**config.mk**
```make
export PLATFORM = sky130hd
export DESIGN_NAME = store_buffer
export DESIGN_NICKNAME = d
export VERILOG_FILES = /design/src/rtl/store_buffer.sv
export SDC_FILE = /design/constraint.sdc
export NUM_CORES = 1
export LEC_CHECK = 0
export CORE_MARGIN = 2
export CORE_UTILIZATION = 40
export CTS_CLUSTER_SIZE = 16
export DETAILED_ROUTE_END_ITERATION = 10
export GPL_TIMING_DRIVEN = 0
export PLACE_DENSITY = 0.69
export SYNTH_ARGS = -nofsm -noshare
export SYNTH_HDL_FRONTEND = slang
export SYNTH_SLANG_ARGS = --single-unit
```
**constraint.sdc**
```tcl
create_clock -name Clk -period 8.1 [get_ports Clk]
set_input_delay 0.81 -clock Clk [delete_from_list [all_inputs] [get_ports Clk]]
set_output_delay 0.81 -clock Clk [all_outputs]
set_load 0.02 [all_outputs]
```
**src/rtl/store_buffer.sv**
```systemverilog
// store_buffer: MEM-stage store FIFO feeding DataMemory, with load lookup and port ownership.
// Define STORE_BUF_FWD_EN to forward exact-match buffered data to loads; otherwise overlapping loads stall and drain.
// ONE_OP_CHECK=0 silences the same-cycle store+load assertion for environments that drive both on purpose.
module store_buffer #(
    parameter int DEPTH        = 4,
    parameter int ADDR_W       = 32,
    parameter int DATA_W       = 32,
    parameter bit ONE_OP_CHECK = 1'b1
) (
    input  logic              Clk,
    input  logic              Reset,
    input  logic              St_Valid,
    input  logic [ADDR_W-1:0] St_Addr,
    input  logic [DATA_W-1:0] St_Data,
    output logic              St_Ready,
    input  logic              Ld_Valid,
    input  logic [ADDR_W-1:0] Ld_Addr,
    output logic [DATA_W-1:0] Ld_Data,
    output logic              Ld_Hit,
    output logic              Ld_Stall,
    output logic              Empty,
    output logic              Mem_MemWre,
    output logic              Mem_MemRead,
    output logic [ADDR_W-1:0] Mem_DataAddress,
    output logic [DATA_W-1:0] Mem_DataIn,
    input  logic [DATA_W-1:0] Mem_DataOut
);
    localparam int PW = $clog2(DEPTH);
    localparam int CW = $clog2(DEPTH + 1);

    logic [ADDR_W-1:0] addr_q [DEPTH];
    logic [DATA_W-1:0] data_q [DEPTH];
    logic [PW-1:0]     head, tail;
    logic [CW-1:0]     count;
    logic              full, push, drain, exact, part;
    logic [DATA_W-1:0] fwd_data;

    assign full  = count == CW'(DEPTH);
    assign push  = St_Valid & ~full;
    assign Empty = count == '0;
    assign St_Ready = ~full;

    // Walk valid entries oldest to youngest: the last exact match is the youngest, and an exact match hides older partial overlaps
    always_comb begin
        logic [PW-1:0]     idx;
        logic [ADDR_W-1:0] d;
        exact    = 1'b0;
        part     = 1'b0;
        fwd_data = '0;
        idx      = head;
        d        = '0;
        for (int i = 0; i < DEPTH; i++) begin
            idx = head + PW'(i);
            d   = Ld_Addr - addr_q[idx];
            if (i < int'(count)) begin
                if (d == '0) begin
                    exact    = 1'b1;
                    part     = 1'b0;
                    fwd_data = data_q[idx];
                end else if (d < ADDR_W'(4) || (ADDR_W'(0) - d) < ADDR_W'(4)) begin
                    part = 1'b1;
                end
            end
        end
    end

`ifdef STORE_BUF_FWD_EN
    // A partially overlapping load can only complete once the entry has left, so it also claims the port for draining
    assign Ld_Hit   = Ld_Valid & exact;
    assign Ld_Stall = Ld_Valid & (part | (full & ~exact));
    assign drain    = ~Empty & (~Ld_Valid | full | part);
`else
    assign Ld_Hit   = 1'b0;
    assign Ld_Stall = Ld_Valid & (exact | part | full);
    assign drain    = ~Empty & (~Ld_Valid | full | exact | part);
`endif

    assign Ld_Data         = Ld_Hit ? fwd_data : Mem_DataOut;
    assign Mem_MemWre      = drain;
    assign Mem_MemRead     = Ld_Valid & ~drain & ~Ld_Hit & ~Ld_Stall;
    assign Mem_DataAddress = drain ? addr_q[head] : Ld_Addr;
    assign Mem_DataIn      = data_q[head];

    // Pointers and occupancy; reset discards anything still pending
    always_ff @(posedge Clk or negedge Reset) begin
        if (!Reset) begin
            head  <= '0;
            tail  <= '0;
            count <= '0;
        end else begin
            if (push) tail <= tail + PW'(1);
            if (drain) head <= head + PW'(1);
            count <= count + CW'(push) - CW'(drain);
        end
    end

    // Entry storage needs no reset: only entries below count are ever looked at
    always_ff @(posedge Clk) begin
        if (push) begin
            addr_q[tail] <= St_Addr;
            data_q[tail] <= St_Data;
        end
    end

    // Only one MEM-stage operation may be presented per cycle
    a_one_op: assert property (@(posedge Clk) disable iff (!Reset) !(ONE_OP_CHECK && St_Valid && Ld_Valid));

endmodule
```
==> flow_summary.toml <==
[worst_hold_path]
min_from = "tail[0]"
min_path_cells = 1
holdPathEnd = "tail[0]"
hold_path.class = "reg2reg"

[detailed_routing]
viasPerCell = 6.26
antenna_left = 0
drt_iter0_drc = 1827
firstDrtPassIters = 5
via_count = 21877
drt_wl_total_um = 89000
wl_per_cell_um = 25.5
drcViolationCount = 0

[yosys]
postSynthAreaPerCell_sq_um = 9.40
syn_area_sq_um = 23200
synth-main-ff-cell = "edfxtp_1"
synth-simple-area-share_pct = 17.9
synth_edf_count = 256
ys_ff_latch = 263
synth_top_family_by_area = "compound AO/OA/AOI/OAI gates"
async_flop_share_pct = 2.66
synthTopCellsByArea = "edfxtp_1 (33%), ha_1 (7.2%), mux2i_1 (4.8%), mux4_2 (3.9%), nand2_1 (3.8%)"
synth_nets = 2737
synth-adder-area-share_pct = 7.61
synth_xor_area_share_pct = 2.91
synth_compound_area_share_pct = 20.2
seq_area_frac_synth_pct = 33.9
synth_top_area_cell = "edfxtp_1"
synth.mux.area_fraction_pct = 12.4
ys.warnings.count = 0
yosysTopAreaCellShare_pct = 33.2
synth_cell_type_count = 109
netlist_instances = 2467

[clock_tree]
cts_inserted_buffers = 27
htreeDepth = 1
worstSkewPairLatency_ps = 560
clock_sinks = 263
path_clk_slew_ps = 70
cts_tree = "yes"
cts-root-buf = "clkbuf_16"
cts_buffer_depth = 3

[sta]
finalHoldViolations = 0
skew_ps = 24.8
fin_crit_sh_pct = 98.3
max_clock_freq_mhz = 126
fin_hold_ws_ps = 557
drv_slew = 0
fin_crit_ps = 7960
tightest_slew_ps = 1150
maxSlewHeadroom_pct = 22.6
setup_violations = 0

[layout]
area_growth_syn_to_layout_pct = 19.6
nFillCells = 5396
drive_gt1_share_pct = 15.0
nets = 2980
diodes = 0
fin_area_sq_um = 27700

[critical_path]
r2r_start = "head[0]"
critPathLaunchType = "flop"
worstRegToRegCells = 27
cp_data_required_time_ps = 7290
slowest_delay_ps = 550
cp_max_fo = 10
reg2reg_slack_ps = 1150
crit_path_top_delay_cell = "or4_1"
end_kind = "output port"
path_cells = "clkbuf_4 > buf_2 > clkbuf_4 > nand2_1 > nand2_1 > ha_1 > clkbuf_1 > nand2_1 > nor2_1 > and2_1 > clkbuf_1 > or4_1 > a221o_1 > a2111oi_2 > nand4bb_1 > buf_4 > a211oi_1 > o211ai_1 > and3_2 > a31oi_4 > buf_12 > buf_4 > mux2_1 > dlygate4sd2_1"
rr_endpoint = "count[2]"
path_class = "reg2out"
critPathMostFrequentCell = "nand2_1"
cp.arrival_ps = 7150

[grt]
grt_overflow_total = 0
grt_pass1_wl_um = 131000
track_usage_pct = 28.9
grt_max_degree = 34
antenna_found_initial = 3
grt_pass1_vias = 21089

[place]
io_buffers = 199
routabilityCongestion = 1.02
placed_cell_area_sq_um = 26200
dp_hpwl_um = 70200

[floorplan]
coreArea_sq_um = 57500
io_pins = 234
die_h_um = 245
start_util_pct = 40.3
std_cell_rows = 88
die_area_sq_um = 59900
die_x_um = 245

[run]
maxCapViolCount = 0

[run_status]
status = "finished clean"
==> logic make-up after synthesis <==
family / count (synthesis)
other: 1
and+or+nand+nor: 807
muxes: 228
AOI/OAI and AO/OA: 699
xor gates and xnor gates: 77
buffers and inverters: 254
adders and majority gates: 138
DFF: 263
==> cells in the final DEF, fill, tap and decap left out, drive strengths merged, types with 12 or more instances in the layout <==
cell / instances
nor2: 167
a31oi: 17
a21oi: 174
nand3: 40
buf: 100
mux2: 76
nand2b: 17
a21boi: 22
nor4: 32
o21ai: 172
clkbuf: 92
and4: 12
or3: 29
ha: 133
o31ai: 16
nand4: 46
mux2i: 112
and2: 26
a211oi: 30
or4: 15
xnor2: 44
o2111ai: 15
nor3: 68
o211ai: 31
xor2: 33
inv: 110
dlygate4sd2: 29
and3: 40
o21a: 37
clkinv: 12
a21o: 47
clkdlybuf4s50: 167
nand2: 232
edfxtp: 256
mux4: 40
nor2b: 25
==> routing by layer <==
layer | routed length (um) | track usage [%] | share of wire, %
met1 | 36900 | 37.6 | 41
met5 | 18 | 0 | 0.020
met3 | 8630 | 6.27 | 9.7
met4 | 3930 | 11.4 | 4.4
met2 | 39500 | 46.7 | 44
==> synthesized netlist by cell type, types with 17 or more instances <==
cell	instances
edfxtp_1	256
nand2_1	232
a21oi_1	169
nor2_1	166
o21ai_0	162
ha_1	133
mux2i_1	112
inv_1	107
mux2_2	74
nor3_1	67
clkbuf_1	62
a21o_1	46
nand4_1	46
xnor2_1	44
and3_1	40
mux4_2	40
nand3_1	40
o21a_1	37
buf_4	36
xor2_1	33
o211ai_1	31
a211oi_1	29
nor4_1	29
or3_1	29
and2_1	26
buf_2	24
nor2b_1	23
buf_1	21
a21boi_0	20
nand2b_1	17
==> per-stage QoR <==
step	worst slack [ps]	setup TNS, ps	utilization [%]	instances
6_report	138	0	48.2	3494
3_3_place_gp	-1940	-64190	45.5	3431
4_1_cts	26.8	0	47.7	3489
2_1_floorplan	983	0	-	2467
5_1_grt	-9.86	-14.3	48.2	3494
3_5_place_dp	-1970	-65840	45.6	3435
==> worst max path at each step <==
stage / startpoint / to / slack [ps] / cells after the start
after global placement: head[1] / Mem_DataAddress[29] / -1940 / 22
after global routing: head[0] / Mem_DataAddress[0] / -10 / 22
after CTS: head[1] / Mem_DataAddress[31] / 30 / 22
after floorplan: head[1] / Mem_DataAddress[23] / 980 / 22
after detailed placement: head[1] / Mem_DataAddress[30] / -1970 / 22
final: head[0] / Mem_DataAddress[0] / 140 / 24
==> state kept, by name, summed over array words and instances (netlist names) <==
| name | count |
|---|---|
| addr_q | 128 |
| data_q | 128 |
| tail | 2 |
| head | 2 |
| count | 3 |
==> final cells by class <==
type                            count  area (sq um)  share of cell area (%)
Clock buffer                       28           679                    2.45
Timing Repair Buffer              218          2150                    7.77
Sequential cell                   263          7870                    28.4
Tap cell                          765           957                    3.45
Inverter                          107           405                    1.46
Buffer                            143           875                    3.15
Clock inverter                     20           193                   0.695
Multi-Input combinational cell   1950         14600                    52.6
==> critical path, delay by kind of cell (launching register included) <==
family | cells | cell delay, ps
buffers and inverters | 9 | 2230
and+or+nand+nor | 8 | 1850
AOI/OAI and AO/OA | 5 | 1390
DFF | 1 | 500
muxes | 1 | 360
adders and majority gates | 1 | 270
==> timing repair <==
| item | 4_1_cts | 5_1_grt |
|---|---|---|
| endpoints found under the setup margin | 40 | 33 |
| pin swaps | 3 | 8 |
| gates resized for setup | 174 | 82 |
| cloned | 0 | 0 |
| setup buffers | 9 | 6 |
| hold buffers | 0 | 0 |
Power is left out: the tool's default activity adds up to more than one toggle a clock period on the data nets, which glitch-free logic cannot reach.
